### src/rtl/assoc_cache.sv
// assoc_cache: N-way set-associative, write-back, write-allocate cache with
// true-LRU replacement and a request/acknowledge backing-memory port.
// One data word per line; hit/miss statistics with saturating counters.
//
// Ports:
//   clk, rst                 clock (rising edge), async active-high reset
//   req, we, addr, wdata     CPU request (sampled only while busy=0)
//   busy, done, hit, rdata   CPU status / completion / read result
//   mem_req, mem_we,         backing-memory transaction (write-back or refill)
//   mem_addr, mem_wdata
//   mem_ack, mem_rdata       memory completion and refill data
//   hit_cnt, miss_cnt        saturating statistics
module assoc_cache #(
   parameter int unsigned ADDR_W = 16,
   parameter int unsigned DATA_W = 16,
   parameter int unsigned SETS   = 4,
   parameter int unsigned WAYS   = 2
) (
   input  logic              clk,
   input  logic              rst,
   input  logic              req,
   input  logic              we,
   input  logic [ADDR_W-1:0] addr,
   input  logic [DATA_W-1:0] wdata,
   output logic              busy,
   output logic              done,
   output logic              hit,
   output logic [DATA_W-1:0] rdata,
   output logic              mem_req,
   output logic              mem_we,
   output logic [ADDR_W-1:0] mem_addr,
   output logic [DATA_W-1:0] mem_wdata,
   input  logic              mem_ack,
   input  logic [DATA_W-1:0] mem_rdata,
   output logic [15:0]       hit_cnt,
   output logic [15:0]       miss_cnt
);

   localparam int unsigned INDEX_W = $clog2(SETS);
   localparam int unsigned TAG_W   = ADDR_W - INDEX_W;
   localparam int unsigned AGE_W   = $clog2(WAYS);
   localparam int unsigned CNT_W   = 16;

   typedef enum logic [1:0] {S_IDLE, S_TAG, S_WB, S_FILL} state_t;

   state_t state_q, state_d;

   // Latched request
   logic              we_q;
   logic [ADDR_W-1:0] addr_q;
   logic [DATA_W-1:0] wdata_q;
   logic [AGE_W-1:0]  victim_q;

   // Line storage
   logic              valid_q [SETS][WAYS];
   logic              dirty_q [SETS][WAYS];
   logic [AGE_W-1:0]  age_q   [SETS][WAYS];
   logic [TAG_W-1:0]  tag_q   [SETS][WAYS];
   logic [DATA_W-1:0] data_q  [SETS][WAYS];

   // Registered outputs
   logic              busy_q, busy_d;
   logic              done_q, done_d;
   logic              hit_q, hit_d;
   logic [DATA_W-1:0] rdata_q, rdata_d;
   logic              mem_req_q, mem_req_d;
   logic              mem_we_q, mem_we_d;
   logic [ADDR_W-1:0] mem_addr_q, mem_addr_d;
   logic [DATA_W-1:0] mem_wdata_q, mem_wdata_d;
   logic [CNT_W-1:0]  hit_cnt_q, hit_cnt_d;
   logic [CNT_W-1:0]  miss_cnt_q, miss_cnt_d;

   // Lookup results
   logic [INDEX_W-1:0] idx_c;
   logic [TAG_W-1:0]   tag_c;
   logic               hit_c;
   logic [AGE_W-1:0]   hit_way_c;
   logic               inv_found_c;
   logic [AGE_W-1:0]   inv_way_c;
   logic [AGE_W-1:0]   lru_way_c;
   logic [AGE_W-1:0]   victim_c;
   logic [AGE_W-1:0]   sel_way_c;
   logic               victim_dirty_c;
   logic               touch_en_c;
   logic [AGE_W-1:0]   touch_way_c;
   logic               fill_en_c;

   assign idx_c = addr_q[INDEX_W-1:0];
   assign tag_c = addr_q[ADDR_W-1:INDEX_W];

   // Tag compare, lowest invalid way, and oldest way of the addressed set
   always_comb begin
      hit_c       = 1'b0;
      hit_way_c   = '0;
      inv_found_c = 1'b0;
      inv_way_c   = '0;
      lru_way_c   = '0;
      for (int unsigned w = 0; w < WAYS; w++) begin
         if (valid_q[idx_c][w] && (tag_q[idx_c][w] == tag_c)) begin
            hit_c     = 1'b1;
            hit_way_c = AGE_W'(w);
         end
         if (!valid_q[idx_c][w] && !inv_found_c) begin
            inv_found_c = 1'b1;
            inv_way_c   = AGE_W'(w);
         end
         if (age_q[idx_c][w] == AGE_W'(WAYS - 1)) begin
            lru_way_c = AGE_W'(w);
         end
      end
      victim_c = inv_found_c ? inv_way_c : lru_way_c;
   end

   // The victim is decided in TAG and held for WB/FILL
   assign sel_way_c      = (state_q == S_TAG) ? victim_c : victim_q;
   assign victim_dirty_c = valid_q[idx_c][victim_c] && dirty_q[idx_c][victim_c];
   assign touch_en_c     = ((state_q == S_TAG) && hit_c) || fill_en_c;
   assign touch_way_c    = (state_q == S_TAG) ? hit_way_c : victim_q;
   assign fill_en_c      = (state_q == S_FILL) && mem_ack;

   // State register
   always_ff @(posedge clk or posedge rst) begin
      if (rst) state_q <= S_IDLE;
      else     state_q <= state_d;
   end

   // Next-state logic
   always_comb begin
      state_d = state_q;
      case (state_q)
         S_IDLE: if (req) state_d = S_TAG;
         S_TAG: begin
            if (hit_c)               state_d = S_IDLE;
            else if (victim_dirty_c) state_d = S_WB;
            else                     state_d = S_FILL;
         end
         S_WB:   if (mem_ack) state_d = S_FILL;
         S_FILL: if (mem_ack) state_d = S_IDLE;
         default: state_d = S_IDLE;
      endcase
   end

   // Output logic: next values of the registered outputs
   always_comb begin
      done_d      = 1'b0;
      hit_d       = hit_q;
      rdata_d     = rdata_q;
      hit_cnt_d   = hit_cnt_q;
      miss_cnt_d  = miss_cnt_q;
      mem_addr_d  = mem_addr_q;
      mem_wdata_d = mem_wdata_q;
      busy_d      = (state_d != S_IDLE);
      mem_req_d   = (state_d == S_WB) || (state_d == S_FILL);
      mem_we_d    = (state_d == S_WB);

      case (state_q)
         S_TAG: begin
            if (hit_c) begin
               done_d  = 1'b1;
               hit_d   = 1'b1;
               rdata_d = we_q ? wdata_q : data_q[idx_c][hit_way_c];
               if (hit_cnt_q != '1) hit_cnt_d = hit_cnt_q + CNT_W'(1);
            end else begin
               if (miss_cnt_q != '1) miss_cnt_d = miss_cnt_q + CNT_W'(1);
            end
         end
         S_FILL: begin
            if (mem_ack) begin
               done_d  = 1'b1;
               hit_d   = 1'b0;
               rdata_d = we_q ? wdata_q : mem_rdata;
            end
         end
         default: ;
      endcase

      if (state_d == S_WB) begin
         mem_addr_d  = {tag_q[idx_c][sel_way_c], idx_c};
         mem_wdata_d = data_q[idx_c][sel_way_c];
      end else if (state_d == S_FILL) begin
         mem_addr_d  = addr_q;
      end
   end

   // Output registers
   always_ff @(posedge clk or posedge rst) begin
      if (rst) begin
         busy_q      <= 1'b0;
         done_q      <= 1'b0;
         hit_q       <= 1'b0;
         rdata_q     <= '0;
         mem_req_q   <= 1'b0;
         mem_we_q    <= 1'b0;
         mem_addr_q  <= '0;
         mem_wdata_q <= '0;
         hit_cnt_q   <= '0;
         miss_cnt_q  <= '0;
      end else begin
         busy_q      <= busy_d;
         done_q      <= done_d;
         hit_q       <= hit_d;
         rdata_q     <= rdata_d;
         mem_req_q   <= mem_req_d;
         mem_we_q    <= mem_we_d;
         mem_addr_q  <= mem_addr_d;
         mem_wdata_q <= mem_wdata_d;
         hit_cnt_q   <= hit_cnt_d;
         miss_cnt_q  <= miss_cnt_d;
      end
   end

   // Request latch, victim, valid/dirty and LRU ages
   always_ff @(posedge clk or posedge rst) begin
      if (rst) begin
         we_q     <= 1'b0;
         addr_q   <= '0;
         wdata_q  <= '0;
         victim_q <= '0;
         for (int unsigned s = 0; s < SETS; s++) begin
            for (int unsigned w = 0; w < WAYS; w++) begin
               valid_q[s][w] <= 1'b0;
               dirty_q[s][w] <= 1'b0;
               age_q[s][w]   <= AGE_W'(w);
            end
         end
      end else begin
         if ((state_q == S_IDLE) && req) begin
            we_q    <= we;
            addr_q  <= addr;
            wdata_q <= wdata;
         end
         if (state_q == S_TAG) victim_q <= victim_c;

         if ((state_q == S_TAG) && hit_c && we_q) dirty_q[idx_c][hit_way_c] <= 1'b1;
         if (fill_en_c) begin
            valid_q[idx_c][victim_q] <= 1'b1;
            dirty_q[idx_c][victim_q] <= we_q;
         end

         // Ways younger than the touched one age by one; touched way becomes newest
         if (touch_en_c) begin
            for (int unsigned w = 0; w < WAYS; w++) begin
               if (AGE_W'(w) == touch_way_c)
                  age_q[idx_c][w] <= '0;
               else if (age_q[idx_c][w] < age_q[idx_c][touch_way_c])
                  age_q[idx_c][w] <= age_q[idx_c][w] + AGE_W'(1);
            end
         end
      end
   end

   // Tag and data arrays need no reset: valid bits gate every use
   always_ff @(posedge clk) begin
      if ((state_q == S_TAG) && hit_c && we_q) data_q[idx_c][hit_way_c] <= wdata_q;
      if (fill_en_c) begin
         tag_q[idx_c][victim_q]  <= tag_c;
         data_q[idx_c][victim_q] <= we_q ? wdata_q : mem_rdata;
      end
   end

   assign busy      = busy_q;
   assign done      = done_q;
   assign hit       = hit_q;
   assign rdata     = rdata_q;
   assign mem_req   = mem_req_q;
   assign mem_we    = mem_we_q;
   assign mem_addr  = mem_addr_q;
   assign mem_wdata = mem_wdata_q;
   assign hit_cnt   = hit_cnt_q;
   assign miss_cnt  = miss_cnt_q;

endmodule

### config.mk
export PLATFORM = sky130hd
export DESIGN_NAME = assoc_cache
export DESIGN_NICKNAME = d
export VERILOG_FILES = /design/src/rtl/assoc_cache.sv
export SDC_FILE = /design/constraint.sdc
export NUM_CORES = 1
export LEC_CHECK = 0
export CAP_MARGIN = 25
export CORE_MARGIN = 3
export CORE_UTILIZATION = 40
export DETAILED_ROUTE_END_ITERATION = 12
export GPL_TIMING_DRIVEN = 0
export PLACE_DENSITY_LB_ADDON = 0.25
export SYNTH_ARGS = -nofsm -noshare
export SYNTH_HDL_FRONTEND = slang
export SYNTH_SLANG_ARGS = --single-unit
### constraint.sdc
create_clock -name clk -period 6.9 [get_ports clk]
set_clock_uncertainty 0.05 [all_clocks]
set_input_delay 1.38 -clock clk [delete_from_list [all_inputs] [get_ports clk]]
set_output_delay 1.38 -clock clk [all_outputs]
set_load 0.05 [all_outputs]
Yosys cells after proc, flatten, opt, wreduce, memory -nomap -nowiden --
Memories as Yosys holds them, arrays and structs flattened. Cells that the tools add are included.
Storage, ports and cells: flip-flop bits (word level) 145, RAM bits 240, bits of input ports 53, output and inout port bits 85, word-level logic and storage cells 254, memories 2
Memory list:
- data_q | depth 4, bits a word 32, rd ports 1, clocked after Yosys merged registers in 0, wr ports 1, line 59 | logic [DATA_W-1:0] data_q [SETS][WAYS];
- tag_q | depth 4, bits a word 28, rd ports 1, clocked after Yosys merged registers in 0, wr ports 1, line 58 | logic [TAG_W-1:0] tag_q [SETS][WAYS];
Operators by class: add/sub/neg operators 4, magnitude comparators 11, eq/ne operators 11, mux-type cells 121, bitwise logic cells 45, reductions and logical operators 21
Operators with widths (count):
- $mux 16 | 14
- $mux 32 | 2
- $mux 1 | 61
- $mux 14 | 4
- $mux 8 | 7
- $add 16x1->16 const B | 2
- $demux 16 s1 | 2
- $ne 16x16->1 const B | 2
- $or 1x1->1 | 32
- $pmux 16 s2 | 1
- $eq 14x14->1 | 2
- $mux 28 | 1
- $mux 2 | 13
- $bwmux 8 | 3
- $and 8x8->8 | 2
- $demux 2 s2 | 4
- $not 8->8 | 2
- $or 8x8->8 | 2
- $demux 14 s1 | 1
- $bmux 2 s2 | 3
- $logic_and 1x1->1 | 11
- $ge 2x2->1 const B | 5
- $not 1->2 | 5
- $reduce_and 3->1 | 3
- 17 further kinds | 29

Logic depth before layout (Yosys ltp) --
Gate-level depths: netlist (run 1).
depth in word-level cells 19, mapped depth 15, mapped depth without buffers 9

Worst setup path before layout (run 1) --
OpenSTA, ideal clock, no wires.
path kind register to register, start point register addr_q[0], end point memory data_q[0][0] (netlist name) (enable), library setup time 0.390 ns, arrival 3.034 ns, required time 6.460 ns, setup slack 3.426 ns, stages on the path, launching flop included 11, buffers on the path 3, period minus slack after synthesis 3.474 ns, path through dfrtp_1 buf_6 mux4_2 xor2_1 nor4_1 and4b_1 and2_1 buf_4 buf_6 a31oi_1 nor2_1
On the way: cells in the longest elaborated chain, start to end 13, elaborated cells on any way between the ends 23, classes of those cells 2 x order compare; 2 x eq/ne; 10 x mux; 3 x bitwise; 5 x reduce/logical; 1 x memory
RTL lines:
- start, declared | line 50 | logic [ADDR_W-1:0] addr_q;
- start signal, assigned | line 229 | addr_q <= addr;
- branches (longest 13 deep; another with $mem_v2 4x28)
- end, declared | line 59
Several ways; the timed one is not identified. The select of a mux whose other input is x is not followed.

Final worst setup path (run 1) --
start point register addr_q[1], end point memory data_q[3][6] (netlist name) (enable)
The elaborated chain is that of the path after synthesis.

==> qor.csv, run 1 <==
stage,metric,value,unit
cells_and_area,diodes,0,
power_and_ir_drop,p_per_area,475,nW/um2
critical_path,r2r_slack,2.53,ns
routing,dr_wl_met3,2870,um
clocking,cts_resized,0,
grt,grt_pass1_vias,10600,
synthesis,netlist_area,16900,um2
outcome,run_status,"complete, no violations",
routing,wl_met1,19900,um
synthesis,synthArstFlopShare,0.377,
synthesis,ys_ff_latch,385,
routing,wl_per_cell,24.1,um
critical_path,start_kind,register,
synthesis,syn_inst,1116,
floorplan,die-area,44800,um2
routing,drt_iter0_drc,710,
cells_and_area,drive_above_1_share,0.211,
cells_and_area,fin_area,20700,um2
floorplan,start_util,0.410,
clocking,cts_tree,done,
clocking,clock_path_buffers,3,
placement,dpl_cell_area,19300,um2
grt,grt_pass1_wl,67900,um
routing,drt_wl_total,45300,um
routing,routed.top_layer,met4,
synthesis,synth_area_leader_cell,edfxtp_1,
placement,port-buffer-count,136,
synthesis,synthFlopType,edfxtp_1,
grt,antenna_found_initial,0,
timing,finalHoldViolCount,0,
critical_path,critPathArrivalTime,4.57,ns
power_and_ir_drop,peakVddDrop,0.194,mV
timing,worst_pin_slew,1.00,ns
critical_path,critical_path_class,register to register,
clocking,cts.sinks,385,
floorplan,ioPinCount,138,
floorplan,core_area,41300,um2
timing,tns,0,ns
clocking,path_clk_slew,0.06,ns
routing,dr_total_vias,10500,
synthesis,synth_nets,1171,
synthesis,yosysSeqAreaShare,0.641,
cells_and_area,synthToLayoutAreaGrowth,22.1,%
synthesis,synth_cell_type_count,64,
grt,grt_use_total,0.203,
timing,relSlewSlack,0.332,
routing,drt-vias-per-instance,5.62,
timing,setup_viol,0,
placement,hpwl,31200,um
clocking,cts_root_buffer,clkbuf_16,
floorplan,die-width,212,um
timing,rsz0062_at_grt,false,
floorplan,dieHeight,212,um
timing,fin_crit_sh,0.634,
critical_path,required,7.09,ns
synthesis,yosys_warnings,0,
critical_path,path_max_fanout,10,
synthesis,yosys.area.top_type_share,0.426,
clocking,hold_buffers,0,
synthesis,synth_most_common_cell,edfxtp_1,
critical_path,worstSetupEndpointType,register,
synthesis,yosys-top-cells-area,"edfxtp_1 43%, dfrtp_1 21%, mux4_2 8.8%",
grt,overflow,0,
power_and_ir_drop,leakagePower,7.52,nW
routing,routed-wl-met2,21400,um
routing,ant_nets,0,
clocking,worstSkewPairLatency,0.55,ns
clocking,cts_buffers,41,
grt,grt_max_degree,56,
placement,gp_congestion,0.836,
run,drv_cap,0,
min_path,hold_path.class,register to register,
floorplan,rows,74,
cells_and_area,final_nets,1369,
timing,min_period,4.37,ns
routing,drcViolationCount,0,
synthesis,syn_area_per_cell,15.2,um2
synthesis,synth.cells.most_frequent,"240 x edfxtp_1, 141 x dfrtp_1, 83 x mux2i_1, 68 x nor2_1, 66 x mux4_2",
synthesis,synth_edf_count,240,
clocking,cts_setup_buffers,0,
routing,drt-pass1-iter-count,5,
timing,maxSlewViolCount,0,
timing,max_freq,229,MHz
clocking,cts_max_level,2,
[metrics by stage]
step	utilization	setup WS [ns]	std cells	hold WS [ns]	total power, mW
floorplan	-	1.58	1116	0.384	6.24
global placement	0.459	-0.884	1784	0.398	7.61
detailed placement	0.468	2.42	1803	0.399	7.72
CTS	0.500	2.56	1877	0.418	9.88
global route	0.500	2.32	1877	0.429	10.3
finish	0.500	2.53	1877	0.422	9.82
[sequential cells by signal, indices dropped and copies added (netlist names), 2 cells and up]
register,count
addr_q,16
age_q,8
data_q,128
dirty_q,8
hit_cnt,16
mem_addr,16
mem_wdata,16
miss_cnt,16
rdata,16
state_q,2
tag_q,112
valid_q,8
wdata_q,16
[critical path, cell delays in order, from the launching register on]
cell	delay (ns)
dfrtp_1	0.31
buf_2	0.24
buf_4	0.30
buf_2	0.36
mux2i_1	0.27
xor2_1	0.25
nand4_1	0.12
a22oi_1	0.31
and2_1	0.21
buf_4	0.28
buf_6	0.25
a31oi_1	0.22
nor2_2	0.64
buf_8	0.23
[area by class of cell]
cell class / count / area (um2)
flip-flops and latches: 385 / 10800
plain buffers: 66 / 325
fillers: 3496 / 20600
clock inverters: 15 / 115
repair buffers: 155 / 1710
clock buffers: 59 / 1200
inverters: 23 / 91.3
multi-input cells: 642 / 5700
well taps: 532 / 666
[final timing paths]
path / to / depth (start not counted) / start
setup reg to reg: data_q[3][6] / 13 / addr_q[1]
hold reg to reg: valid_q[7] / 1 / valid_q[7]
hold / removal: valid_q[7] / 1 / valid_q[7]
min in group asynchronous: wdata_q[9] / 2 / rst
setup / recovery: data_q[3][6] / 13 / addr_q[1]
max in group asynchronous: miss_cnt[2] / 4 / rst
[layer usage]
| layer | vias up | track usage |
|---|---|---|
| met4 | 0 | 0.0561 |
| li1 | 4666 | - |
| met5 | - | 0 |
| met2 | 387 | 0.327 |
| met1 | 5419 | 0.290 |
| met3 | 68 | 0.0329 |
[logic make-up after synthesis]
logic type	synth area share
compound gates	0.0655
buf+inv	0.0243
simple gates	0.0592
flops	0.641
mux	0.180
xor+xnor	0.0290
fa+ha+maj	0.00148
[report_power, final]
part,total [mW],internal [mW],switching [mW]
registers,3.47,3.11,0.359
logic,4.20,1.61,2.58
clock network,2.16,1.25,0.906
total,9.82,5.97,3.85
[placed cells by master (no fill, tap or decap), types with 4 or more instances in the layout]
master           netlist  final
edfxtp_1             240    240
a21oi_1               45     45
dfrtp_1              141    141
nor2_1                68     52
nor3_1                17     17
nor2_2                 0     16
buf_16                 0      6
a2bb2oi_1              4      4
buf_8                  1     13
nor2b_1                5      5
xnor2_1               25     25
clkbuf_1              30     41
a22oi_1               11     11
a31oi_1               10     10
mux2i_1               83     83
and2_1                 6      6
mux2_2                64     64
clkinv_2               0      8
buf_1                  8      8
nand2_1               59     59
buf_6                  4      4
xor2_1                31     31
inv_1                 21     20
o21ai_0               36     36
or2_2                  9      9
a211o_1               16     16
o22ai_1                8      8
nand3_1               15     15
dfstp_2                4      4
a211oi_1               4      4
o32a_1                 4      4
buf_4                  3      4
clkbuf_8               0      4
clkbuf_16              0     44
inv_6                  0      4
clkdlybuf4s50_1        0    136
buf_2                 20     20
mux4_2                66     66
nand4_1                5      5
Note: power is estimated with default switching activity, not from simulation.
==> run 2, diff against run 1 <==
clock period = 3.55 ns   (was 6.9 ns; I/O delays follow)
==> run 2 against run 1 <==
Count of clock-buffer cells in the layout up 9. Die area unchanged. Final cell count up 1.3%. Register-to-register slack worse by 2.4 ns. Global-route usage up 0.20 points. Non-clock buffer count up 21. Critical path type unchanged.
==> qor.csv, run 2 (same netlist as run 1, synthesis figures left out) <==
stage,metric,value,unit
placement,dpl.cell_count,1805,
cells_and_area,stdcell_count,1902,
grt,grt_max_degree,40,
cells_and_area,diodes,0,
clocking,clock_path_buffers,3,
critical_path,required,3.76,ns
placement,preCtsSetupSlack,-0.891,ns
timing,finalHoldViolCount,0,
critical_path,r2r_slack,0.11,ns
clocking,cts_buffers,42,
timing,worst_slack,0.108,ns
cells_and_area,largest_register_ffs,128,
critical_path,critPathArrivalTime,3.65,ns
min_path,hold_path.class,register to register,
cells_and_area,drive_above_1_share,0.236,
critical_path,critical_path_class,register to register,
floorplan,core_area,41300,um2
routing,drt-pass1-iter-count,6,
critical_path,rr_startpoint,addr_q[0],
floorplan,die-width,212,um
clocking,hold_buffers,0,
critical_path,path_cells,buf_12 -> mux4_2 -> xor2_1 -> nor4_2 -> and4b_2 -> and2_4 -> buf_12 -> buf_12 -> a31oi_4 -> nor2_4 -> clkbuf_16,
min_path,min_from,valid_q[6],
cells_and_area,utilization,0.513,
power_and_ir_drop,p_per_area,917,nW/um2
min_path,hold_path_depth,1,
power_and_ir_drop,peakVddDrop,0.386,mV
critical_path,crit_buf_inv,4,
cells_and_area,final_nets,1391,
placement,port-buffer-count,136,
critical_path,worstRegToRegCells,11,
power_and_ir_drop,leakagePower,7.73,nW
placement,hpwl,31600,um
timing,min_period,3.44,ns
critical_path,worstSetupEndpointType,register,
cells_and_area,multiInputGateArea,5840,um2
timing,fin_crit_sh,0.970,
grt,grt_pass1_wl,68800,um
cells_and_area,fin_area,21200,um2
timing,whs,0.419,ns
cells_and_area,mostFrequentLayoutCells,"240 x edfxtp_1, 141 x dfrtp_1, 136 x clkdlybuf4s50_1",
power_and_ir_drop,power.total,19.4,mW
floorplan,start_util,0.410,
floorplan,ioPinCount,138,
cells_and_area,reg_top3,"data_q x128, tag_q x112",
clocking,cts_max_level,2,
routing,dr_total_vias,10700,
routing,drt_iter0_drc,926,
floorplan,die-area,44800,um2
critical_path,worst_path_largest_cell_delay,0.54,ns
floorplan,dieHeight,212,um
timing,setup_viol,0,
routing,drt-vias-per-instance,5.62,
grt,overflow,0,
critical_path,start_kind,register,
cells_and_area,top_register,data_q,
timing,worst_pin_slew,0.992,ns
clocking,worstSkewPairLatency,0.55,ns
grt,antenna_found_initial,0,
grt,grt_pass1_vias,11000,
min_path,hold_end,valid_q[6],
clocking,cts_root_buffer,clkbuf_16,
cells_and_area,synthToLayoutAreaGrowth,25.3,%
timing,tns,0,ns
cells_and_area,regArea,10800,um2
floorplan,rows,74,
clocking,path_clk_slew,0.06,ns
timing,max_freq,291,MHz
critical_path,rr_endpoint,data_q[1][1],
timing,relSlewSlack,0.339,
placement,dpl_cell_area,19400,um2
grt,grt_use_total,0.205,
routing,wl_per_cell,24.3,um
cells_and_area,final_common_cell,edfxtp_1,
outcome,run_status,"complete, no violations",
timing,maxSlewViolCount,0,
cells_and_area,n_fill_cell,3395,
routing,drcViolationCount,0,
critical_path,crit_path_top_delay_cell,mux4_2,
clocking,cts_tree,done,
routing,drt_wl_total,46200,um
run,drv_cap,0,
placement,gp_congestion,0.860,
clocking,cts.sinks,385,
critical_path,crit_family,simple AND/OR/NAND/NOR gates,
critical_path,path_max_fanout,10,
routing,ant_nets,0,
critical_path,critPathMostFrequentCell,buf_12,
[run 2: cell count changes in the layout (fill, tap and decap cells not counted), sizes merged]
cell      change
clkinv        +1
clkbuf       +12
buf          +18
clkinvlp      -1
inv           -4
bufinv        -1
[run 2: layout make-up]
type / count / area share
Tap cell: 532 / 0.0314
Clock inverter: 10 / 0.00201
Clock buffer: 68 / 0.0605
Buffer: 66 / 0.0201
Sequential cell: 385 / 0.511
Timing Repair Buffer: 176 / 0.0952
Inverter: 23 / 0.00437
Multi-Input combinational cell: 642 / 0.275
[run 2: layer usage]
layer	vias up	routed length, um	GRT usage
li1	4723	-	-
met1	5509	20300	0.284
met2	386	21900	0.330
met3	80	2940	0.0419
met4	0	1120	0.0630
met5	-	0	0
[run 2: timing repair]
action                     4_1_cts  5_1_grt
gates cloned                     0        1
pin swaps                        6       11
setup buffers                    5       12
gates resized for setup         45       27
setup endpoints to repair      305      217
[run 2: worst max-delay path by stage]
stage               slack [ns]            end      start  depth (start not counted)
global placement         -1.57     dirty_q[0]  addr_q[0]                          9
CTS                      0.006   data_q[1][1]  addr_q[0]                         11
finish                    0.11   data_q[1][1]  addr_q[0]                         11
global route            -0.004  mem_wdata[11]  addr_q[0]                         12
floorplan                 0.08   data_q[0][0]  addr_q[0]                         10
detailed placement       -0.89  mem_wdata[15]  addr_q[1]                         10
[run 2: power by group]
group          switching [mW]  internal [mW]  total [mW]
combinational            5.16           3.35        8.51
clock                    1.71           2.46        4.17
sequential              0.718           6.04        6.76
total                    7.58           11.9        19.4
==> run 3, diff against run 2 <==
--- a/config.mk
+++ b/config.mk
@@ -6,5 +6,6 @@
 export NUM_CORES = 1
 export LEC_CHECK = 0
-export CAP_MARGIN = 25
+export CAP_MARGIN = 20
+export CORE_ASPECT_RATIO = 1.1
 export CORE_MARGIN = 3
 export CORE_UTILIZATION = 40
==> constraint.sdc (replaced) <==
create_clock -name clk -period 3.55 [get_ports clk]
set_clock_uncertainty 0.05 [all_clocks]
set_input_delay 0.5325 -clock clk [delete_from_list [all_inputs] [get_ports clk]]
set_output_delay 0.5325 -clock clk [all_outputs]
set_load 0.05 [all_outputs]
==> run 3 against run 2 <==
Routed wire length down 0.15%. Final cell count up 0.84%. Hold slack worse by 0.055 ns. Count of clock-buffer cells in the layout down 16. Sequential cell count unchanged. Register-to-register slack about the same. Fmax up 0.10%. Setup slack better by 0.0035 ns. Sequential share of layout area up 0.19 points. Utilization down 0.42 points. Global-route usage about the same. Die area about the same.
==> qor.csv, run 3 (same netlist as run 1, synthesis figures left out) <==
stage,metric,value,unit
outcome,run_status,"complete, no violations",
min_path,min_from,mem_ack,
floorplan,dieHeight,222,um
power_and_ir_drop,leakagePower,7.66,nW
grt,grt_pass1_vias,10900,
critical_path,critPathArrivalTime,3.63,ns
power_and_ir_drop,power.total,19.5,mW
min_path,hold_end,hit,
cells_and_area,diodes,0,
critical_path,rr_startpoint,addr_q[0],
critical_path,r2r_slack,0.11,ns
clocking,cts_max_level,2,
timing,min_period,3.44,ns
critical_path,rr_endpoint,data_q[0][2],
routing,wl_per_cell,24.1,um
timing,max_freq,291,MHz
clocking,cts_buffers,41,
critical_path,path_cells,buf_12 -> mux4_2 -> xor2_1 -> nor4_2 -> and4b_2 -> and2_4 -> buf_12 -> buf_12 -> a31oi_4 -> nor2_4 -> buf_16,
floorplan,die-area,44800,um2
grt,grt_max_degree,40,
timing,maxSlewViolCount,0,
clocking,path_clk_slew,0.06,ns
timing,rsz0062_at_grt,true,
power_and_ir_drop,combPwrFrac,0.438,
grt,grt_pass1_wl,69700,um
critical_path,worstSetupEndpointType,register,
routing,drt-vias-per-instance,5.54,
timing,fin_crit_sh,0.969,
grt,antenna_found_initial,0,
cells_and_area,reg_top3,"data_q x128, tag_q x112",
floorplan,core_area,41500,um2
critical_path,crit_family,simple AND/OR/NAND/NOR gates,
power_and_ir_drop,peakVddDrop,0.396,mV
cells_and_area,drive_above_1_share,0.235,
routing,drcViolationCount,0,
power_and_ir_drop,internal_power,11.8,mW
cells_and_area,mostFrequentLayoutCells,"240 x edfxtp_1, 141 x dfrtp_1, 136 x clkdlybuf4s50_1",
floorplan,rows,78,
critical_path,critPathMostFrequentCell,buf_12,
floorplan,start_util,0.408,
critical_path,required,3.74,ns
timing,relSlewSlack,0.249,
min_path,hold_path_depth,4,
power_and_ir_drop,swShare,0.395,
routing,ant_nets,0,
critical_path,worstRegToRegCells,11,
timing,finalHoldViolCount,0,
cells_and_area,fin_area,21100,um2
cells_and_area,final_common_cell,edfxtp_1,
cells_and_area,largest_register_ffs,128,
routing,drt-pass1-iter-count,5,
cells_and_area,top_register,data_q,
power_and_ir_drop,p_per_area,923,nW/um2
critical_path,worst_path_largest_cell_delay,0.55,ns
power_and_ir_drop,p_switching,7.70,mW
timing,worst_pin_slew,1.13,ns
critical_path,path_max_fanout,13,
power_and_ir_drop,pwr-share-clk,0.216,
critical_path,critical_path_class,register to register,
run,drv_cap,0,
placement,hpwl,32700,um
placement,port-buffer-count,136,
placement,gp_congestion,0.857,
clocking,cts_root_buffer,clkbuf_16,
critical_path,start_kind,register,
grt,grt_use_total,0.205,
grt,overflow,0,
routing,dr_total_vias,10600,
timing,setup_viol,0,
min_path,hold_path.class,primary input to register,
routing,drt_iter0_drc,846,
floorplan,ioPinCount,138,
cells_and_area,synthToLayoutAreaGrowth,24.9,%
critical_path,crit_path_top_delay_cell,mux4_2,
routing,drt_wl_total,46100,um
critical_path,crit_buf_inv,4,
clocking,cts_tree,done,
power_and_ir_drop,seqPwrFrac,0.346,
clocking,worstSkewPairLatency,0.55,ns
placement,dpl_cell_area,19400,um2
floorplan,die-width,202,um
cells_and_area,final_nets,1382,
clocking,cts.sinks,385,
clocking,clock_path_buffers,3,
-- run 3: cell types whose count changed in the layout (fill, tap and decap cells not counted), moves of 4 or more --
cell | before | now
clkbuf_1 | 38 | 30
clkbuf_8 | 7 | 1
buf_8 | 14 | 9
buf_12 | 16 | 12
-- run 3: layout make-up --
cell class | instances | area [um2]
clock buffers | 52 | 1120
repair buffers | 168 | 1920
inverters | 23 | 90.1
well taps | 560 | 701
clock inverters | 22 | 195
multi-input cells | 642 | 5840
fillers | 3450 | 20400
plain buffers | 66 | 413
flip-flops and latches | 385 | 10800
-- run 3: repair_timing --
| item | CTS | global route |
|---|---|---|
| resized for setup | 37 | 30 |
| hold buffers | 0 | 0 |
| gates cloned | 0 | 0 |
| setup buffers | 10 | 2 |
| endpoints found under the setup margin | 297 | 247 |
| pin swaps | 12 | 10 |
-- run 3: worst max path at each step --
stage	from	end	depth (start not counted)
final	addr_q[0]	data_q[0][2]	11
after detailed placement	addr_q[0]	data_q[3][19]	9
after global routing	addr_q[0]	data_q[0][2]	11
after global placement	addr_q[0]	data_q[3][4]	8
after CTS	addr_q[0]	tag_q[3][16]	9
after floorplan	addr_q[0]	data_q[0][0]	10
-- run 3: power groups by stage --
stage | sequential (mW) | combinational (mW) | clock [mW]
global placement | 6.78 | 8.06 | 0
floorplan | 7.71 | 4.43 | 0
detailed placement | 6.82 | 8.28 | 0
global route | 6.86 | 9.08 | 4.46
CTS | 6.74 | 8.47 | 4.27
finish | 6.75 | 8.54 | 4.20
-- run 3: worst min-delay path, stage by stage --
cell      delay (ns)
clkbuf_1        0.14
nand2_1         0.12
nand2_1         0.06
o21ai_0         0.06
-- run 3: metrics by stage --
stage | utilization | setup TNS, ns | setup WS, ns | hold WS, ns | std cells
2_1_floorplan | - | 0 | 0.0764 | 0.384 | 1116
3_3_place_gp | 0.458 | -369.54 | -1.55 | 0.395 | 1812
3_5_place_dp | 0.469 | -118.24 | -0.753 | 0.401 | 1832
4_1_cts | 0.507 | -0.0106 | -0.00560 | 0.337 | 1916
5_1_grt | 0.509 | -0.932 | -0.0370 | 0.386 | 1918
6_report | 0.509 | 0 | 0.112 | 0.363 | 1918
-- run 3: per-layer routing --
| layer | vias up | share of wire | track usage |
|---|---|---|---|
| li1 | 4694 | - | - |
| met1 | 5437 | 0.42 | 0.291 |
| met2 | 416 | 0.48 | 0.328 |
| met3 | 78 | 0.073 | 0.0377 |
| met4 | 0 | 0.026 | 0.0590 |
| met5 | - | 0 | 0 |
